### config.mk
export PLATFORM = sky130hd
export DESIGN_NAME = p_display_arbiter
export DESIGN_NICKNAME = d
export VERILOG_FILES = /design/src/rtl/p_disp_pkg.sv /design/src/rtl/p_tick_gen.sv /design/src/rtl/p_display_arbiter.sv
export SDC_FILE = /design/constraint.sdc
export NUM_CORES = 1
export LEC_CHECK = 0
export BUFFER_PORTS_ARGS = -buffer_cell sky130_fd_sc_hd__buf_2
export CAP_MARGIN = 20
export CORE_AREA = 4 4 86 88
export DETAILED_ROUTE_END_ITERATION = 10
export DIE_AREA = 0 0 90 92
export PLACE_DENSITY = 0.75
export SYNTH_ARGS = -nofsm -noshare
export SYNTH_HDL_FRONTEND = slang
export SYNTH_HIERARCHICAL = 1
export SYNTH_SLANG_ARGS = --single-unit
### constraint.sdc
create_clock -name clk -period 3.1 [get_ports clk]
set_clock_uncertainty 0.1 [all_clocks]
set_input_delay 0.31 -clock clk [delete_from_list [all_inputs] [get_ports clk]]
set_output_delay 0.31 -clock clk [all_outputs]
set_load 0.005 [all_outputs]
### src/rtl/p_disp_pkg.sv
// Shared definitions for the display arbiter: FSM states and digit code defaults.
package p_disp_pkg;

    localparam int         DIGIT_W        = 5;
    localparam logic [4:0] BLANK_CODE_DEF = 5'h1F;

    typedef enum logic [1:0] {
        ST_IDLE = 2'd0,
        ST_HOLD = 2'd1,
        ST_OPEN = 2'd2
    } arb_state_t;

endpackage

### src/rtl/p_tick_gen.sv
// Free-running prescaler producing a 1-clk dwell tick every TICK_DIV clocks.
module p_tick_gen #(
    parameter int TICK_DIV = 100000
) (
    input  logic clk,
    input  logic reset,
    output logic tick
);

    localparam int W = $clog2(TICK_DIV);

    logic [W-1:0] cnt;

    // Count 0..TICK_DIV-1 and wrap; only reset restarts the phase.
    always_ff @(posedge clk or negedge reset) begin
        if (!reset)
            cnt <= '0;
        else if (cnt == W'(TICK_DIV - 1))
            cnt <= '0;
        else
            cnt <= cnt + W'(1);
    end

    assign tick = (cnt == W'(TICK_DIV - 1));

endmodule

### src/rtl/p_display_arbiter.sv
// Round-robin owner of the 2-digit display with min/max dwell per grant.
module p_display_arbiter
    import p_disp_pkg::*;
#(
    parameter int         NREQ       = 4,
    parameter int         TICK_DIV   = 100000,
    parameter int         MIN_TICKS  = 50,
    parameter int         MAX_TICKS  = 500,
    parameter logic [4:0] BLANK_CODE = BLANK_CODE_DEF
) (
    input  logic                 clk,
    input  logic                 reset,
    input  logic [NREQ-1:0]      req,
    input  logic [NREQ*10-1:0]   payload,
    output logic [NREQ-1:0]      grant,
    output logic [DIGIT_W-1:0]   digit0,
    output logic [DIGIT_W-1:0]   digit1,
    output logic                 busy
);

    localparam int IW = $clog2(NREQ);
    localparam int DW = $clog2(MAX_TICKS + 1);

    arb_state_t       state, state_n;
    logic [IW-1:0]    owner, owner_n;
    logic [IW-1:0]    last, last_n;
    logic [DW-1:0]    dwell, dwell_n, dwell_inc;
    logic             tick;
    logic             release_own;
    logic [NREQ-1:0]  others;
    logic [IW:0]      pick_idle, pick_rel;
    logic [DIGIT_W-1:0] pl_d0 [NREQ];
    logic [DIGIT_W-1:0] pl_d1 [NREQ];

    p_tick_gen #(.TICK_DIV(TICK_DIV)) u_tick (
        .clk   (clk),
        .reset (reset),
        .tick  (tick)
    );

    for (genvar k = 0; k < NREQ; k++) begin : g_pl
        assign pl_d0[k] = payload[10*k +: 5];
        assign pl_d1[k] = payload[10*k+5 +: 5];
    end

    // First set bit of m searching upward from base+1 (wrapping); returns {found, index}.
    function automatic logic [IW:0] rr_pick(input logic [NREQ-1:0] m, input logic [IW-1:0] base);
        logic          found;
        logic [IW-1:0] idx;
        int            j;
        found = 1'b0;
        idx   = '0;
        for (int i = 1; i <= NREQ; i++) begin
            j = (int'(base) + i) % NREQ;
            if (!found && m[j]) begin
                found = 1'b1;
                idx   = IW'(j);
            end
        end
        return {found, idx};
    endfunction

    assign others    = req & ~(NREQ'(1) << owner);
    assign pick_idle = rr_pick(req, last);
    // Owner is excluded, so handover always lands on a different requester.
    assign pick_rel  = rr_pick(others, owner);
    assign dwell_inc = dwell + DW'(1);

    // State register: FSM state, owner, rotate pointer and dwell count.
    always_ff @(posedge clk or negedge reset) begin
        if (!reset) begin
            state <= ST_IDLE;
            owner <= '0;
            last  <= IW'(NREQ - 1);
            dwell <= '0;
        end else begin
            state <= state_n;
            owner <= owner_n;
            last  <= last_n;
            dwell <= dwell_n;
        end
    end

    // Next-state: dwell accounting, release decision and same-clk handover.
    always_comb begin
        state_n     = state;
        owner_n     = owner;
        last_n      = last;
        dwell_n     = dwell;
        release_own = 1'b0;
        case (state)
            ST_IDLE: begin
                if (pick_idle[IW]) begin
                    state_n = ST_HOLD;
                    owner_n = pick_idle[IW-1:0];
                    dwell_n = '0;
                end
            end
            ST_HOLD: begin
                if (dwell >= DW'(MIN_TICKS))
                    state_n = ST_OPEN;
                else if (tick) begin
                    dwell_n = dwell_inc;
                    if (dwell_inc >= DW'(MIN_TICKS))
                        state_n = ST_OPEN;
                end
            end
            ST_OPEN: begin
                // MAX_TICKS only bites when someone else is waiting.
                if (!req[owner] || ((|others) && dwell == DW'(MAX_TICKS)))
                    release_own = 1'b1;
                else if (tick && dwell < DW'(MAX_TICKS))
                    dwell_n = dwell_inc;
            end
            default: state_n = ST_IDLE;
        endcase
        // A tick coinciding with release is dropped: the new grant starts at 0.
        if (release_own) begin
            last_n  = owner;
            dwell_n = '0;
            if (pick_rel[IW]) begin
                state_n = ST_HOLD;
                owner_n = pick_rel[IW-1:0];
            end else begin
                state_n = ST_IDLE;
            end
        end
    end

    // Registered outputs follow the next owner so digits appear with the grant edge.
    always_ff @(posedge clk or negedge reset) begin
        if (!reset) begin
            grant  <= '0;
            busy   <= 1'b0;
            digit0 <= BLANK_CODE;
            digit1 <= BLANK_CODE;
        end else if (state_n != ST_IDLE) begin
            grant  <= NREQ'(1) << owner_n;
            busy   <= 1'b1;
            digit0 <= pl_d0[owner_n];
            digit1 <= pl_d1[owner_n];
        end else begin
            grant  <= '0;
            busy   <= 1'b0;
            digit0 <= BLANK_CODE;
            digit1 <= BLANK_CODE;
        end
    end

endmodule
==> flow_metrics.env <==
export IMPL_status="completed"
export IMPL_synth_edf_count=0
export IMPL_grt_max_degree=48
export IMPL_root_buffer="clkbuf_8"
export IMPL_yosys_top_cells_count="35 x dfrtp_1, 27 x nor2b_1, 23 x nand2_1"
export IMPL_multi_input_area_sq_um=1940
export IMPL_numCtsBuffers=5
export IMPL_drv_cap=0
export IMPL_vias=2954
export IMPL_worstSetupPathType="flip-flop to flip-flop"
export IMPL_gp_congestion=0.843
export IMPL_yosysMostFrequentCell="dfrtp_1"
export IMPL_drt_iter0_markers=124
export IMPL_synth_top_area_share=0.267
export IMPL_syn_area_per_cell_sq_um=9.40
export IMPL_path_max_fanout=8
export IMPL_timing_fmax_mhz=338
export IMPL_grt_pass1_vias=2958
export IMPL_syn_nets=407
export IMPL_cellPowerDensity_nw_per_um2=716
export IMPL_grt_pass1_wl_microns=13300
export IMPL_synthTopCellsByArea="dfrtp_1 27%, dfstp_2 9.6%, nor2b_1 5.1%"
export IMPL_drtAntennaViolNets=0
export IMPL_drive_above_1_share=0.306
export IMPL_worst_path_max_delay_cell="or4_1"
export IMPL_fp_dieH_microns=92
export IMPL_final_max_slew_viol_count=0
export IMPL_layout_cells_non_filler=492
export IMPL_crit_path_max_incr_delay_ps=530
export IMPL_dpl_cell_count=482
export IMPL_die_w_microns=90
export IMPL_worst_slew_pin_slew_ps=525
export IMPL_hold_path_class="input port to flip-flop"
export IMPL_start_util=0.494
export IMPL_ys_flop_type="dfrtp_1"
export IMPL_cts_tree="yes"
export IMPL_leakagePower_nw=1.70
export IMPL_ios=61
export IMPL_fin_crit_sh=0.955
export IMPL_period_minus_slack_ps=2960
export IMPL_postCtsSetupRepairBufs=0
export IMPL_wire_per_inst_microns=16.1
export IMPL_numClockSinks=47
export IMPL_clkTransAtPathRegs_ps=90
export IMPL_synth_cell_types=65
export IMPL_core_area_sq_um=6640
export IMPL_ys_warn_count=6
export IMPL_fill_cells=556
export IMPL_wl_microns=7940
export IMPL_synth_top_area_cell="dfrtp_1"
export IMPL_peakVddDrop_v=0.000440
export IMPL_final_nets=469
export IMPL_rows=30
export IMPL_grtUsageTotal=0.190
export IMPL_synth_cells=349
export IMPL_rr_startpoint="u_tick/cnt[12]"
export IMPL_crit_buf_inv=0
export IMPL_hold_violations=0
export IMPL_final_seq_area_sq_um=1190
export IMPL_area_delta_synth_final_pct=17.5
export IMPL_fin_tns_setup_ps=0
export IMPL_grt_setup_unrepaired="no"
export IMPL_worstPathRequired_ps=3200
export IMPL_worstSetupEndpointType="flip-flop"
export IMPL_yosysSeqAreaShare=0.363
export IMPL_vias_per_cell=6.00
export IMPL_path_cells="or4_1, or4_4, nor4_4, o21ai_0, o2111ai_1, o211ai_1, or2_2, o31ai_1"
export IMPL_hold_path_startpoint="payload[0]"
export IMPL_async_flop_share=1.00
export IMPL_drc=0
export IMPL_crit_family="simple AND/OR/NAND/NOR gates"
export IMPL_timing_hold_ws_ps=199
export IMPL_final_util=0.580
export IMPL_worstPathArrival_ps=3060
export IMPL_drt_first_pass_iters=4
export IMPL_cts_buffer_depth=2
export IMPL_slew_headroom=0.647
export IMPL_die_area_sq_um=8280
export IMPL_setup_viol=0
export IMPL_syn_cell_area_sq_um=3280
export IMPL_antenna_found_initial=0
export IMPL_start_kind="flip-flop"
export IMPL_insertion_delay_ps=300
export IMPL_critical_path_startpoint="u_tick/cnt[12]"
export IMPL_io_buffers=60
export IMPL_overflow=0
export IMPL_dp_hpwl_microns=5850
export IMPL_cts_max_level=2
export IMPL_ys_seq_elements=47
export IMPL_insertedDiodeCount=0
==> cell usage in the layout (no fill, tap or decap), types with 12 or more instances in the layout <==
master / instances
buf_2: 60
nor2b_1: 27
dfrtp_1: 34
a221oi_1: 13
nand3_1: 13
nand2_1: 23
nor2_1: 22
o21ai_0: 14
buf_4: 17
dfstp_2: 12
==> cells by family after synthesis <==
group / Yosys count / synth area share
flops: 47 / 0.363
xor+xnor: 15 / 0.0400
buf+inv: 38 / 0.0549
simple gates: 135 / 0.232
fa+ha+maj: 12 / 0.0458
compound gates: 95 / 0.232
mux: 7 / 0.0317
==> registers in the layout (all words and copies together), names as in the netlist <==
| register | cells |
|---|---|
| state | 2 |
| last | 2 |
| digit0 | 5 |
| dwell | 9 |
| u_tick/cnt | 17 |
| busy | 1 |
| digit1 | 5 |
| owner | 2 |
| grant | 4 |
==> final timing paths <==
path / cells past startpoint / slack, ps / endpoint
worst max register to register: 8 / 140 / dwell[7]
min in group asynchronous: 2 / 320 / dwell[0]
worst max-delay path: 8 / 140 / dwell[7]
max in group asynchronous: 3 / 2040 / digit1[1]
worst min-delay path: 3 / 200 / digit0[0]
worst min register to register: 1 / 390 / u_tick/cnt[0]
==> where the power goes <==
| part | switching, W | internal, W |
|---|---|---|
| clock | 0.000207 | 0.000208 |
| sequential | 0.0000588 | 0.000790 |
| combinational | 0.000840 | 0.000659 |
| total | 0.00111 | 0.00166 |
==> tightest hold or removal path, cell delays in order <==
cell,delay [ps]
buf_2,80
a221oi_2,50
o22ai_1,100
==> layout make-up <==
class	instances	area share
Clock buffer	7	0.0253
Clock inverter	1	0.00195
Sequential cell	47	0.309
Tap cell	80	0.0260
Inverter	13	0.0133
Timing Repair Buffer	80	0.122
Multi-Input combinational cell	264	0.503
==> layer usage <==
metal  vias up  track usage  routed length [microns]
met4         0       0.0510                       95
met5         -            0                        0
met1      1435        0.229                     3370
met3         8       0.0336                      332
li1       1438            -                        -
met2        73        0.346                     4140
==> metrics by stage <==
step | instance area, sq um | setup slack (ps) | total power, W
after CTS | 3800 | 65.8 | 0.00273
after global placement | 3690 | 159 | 0.00226
after detailed placement | 3690 | 66.8 | 0.00231
after global routing | 3860 | 15.8 | 0.00296
final | 3860 | 138 | 0.00276
after floorplan | 3280 | 19.9 | 0.00189
==> repair_timing <==
item                       CTS  global route
hold endpoints to repair     0             6
setup endpoints to repair    0             8
hold buffers                 0             1
resized for setup            0             7
No activity file was read; power rests on OpenSTA's default activity.
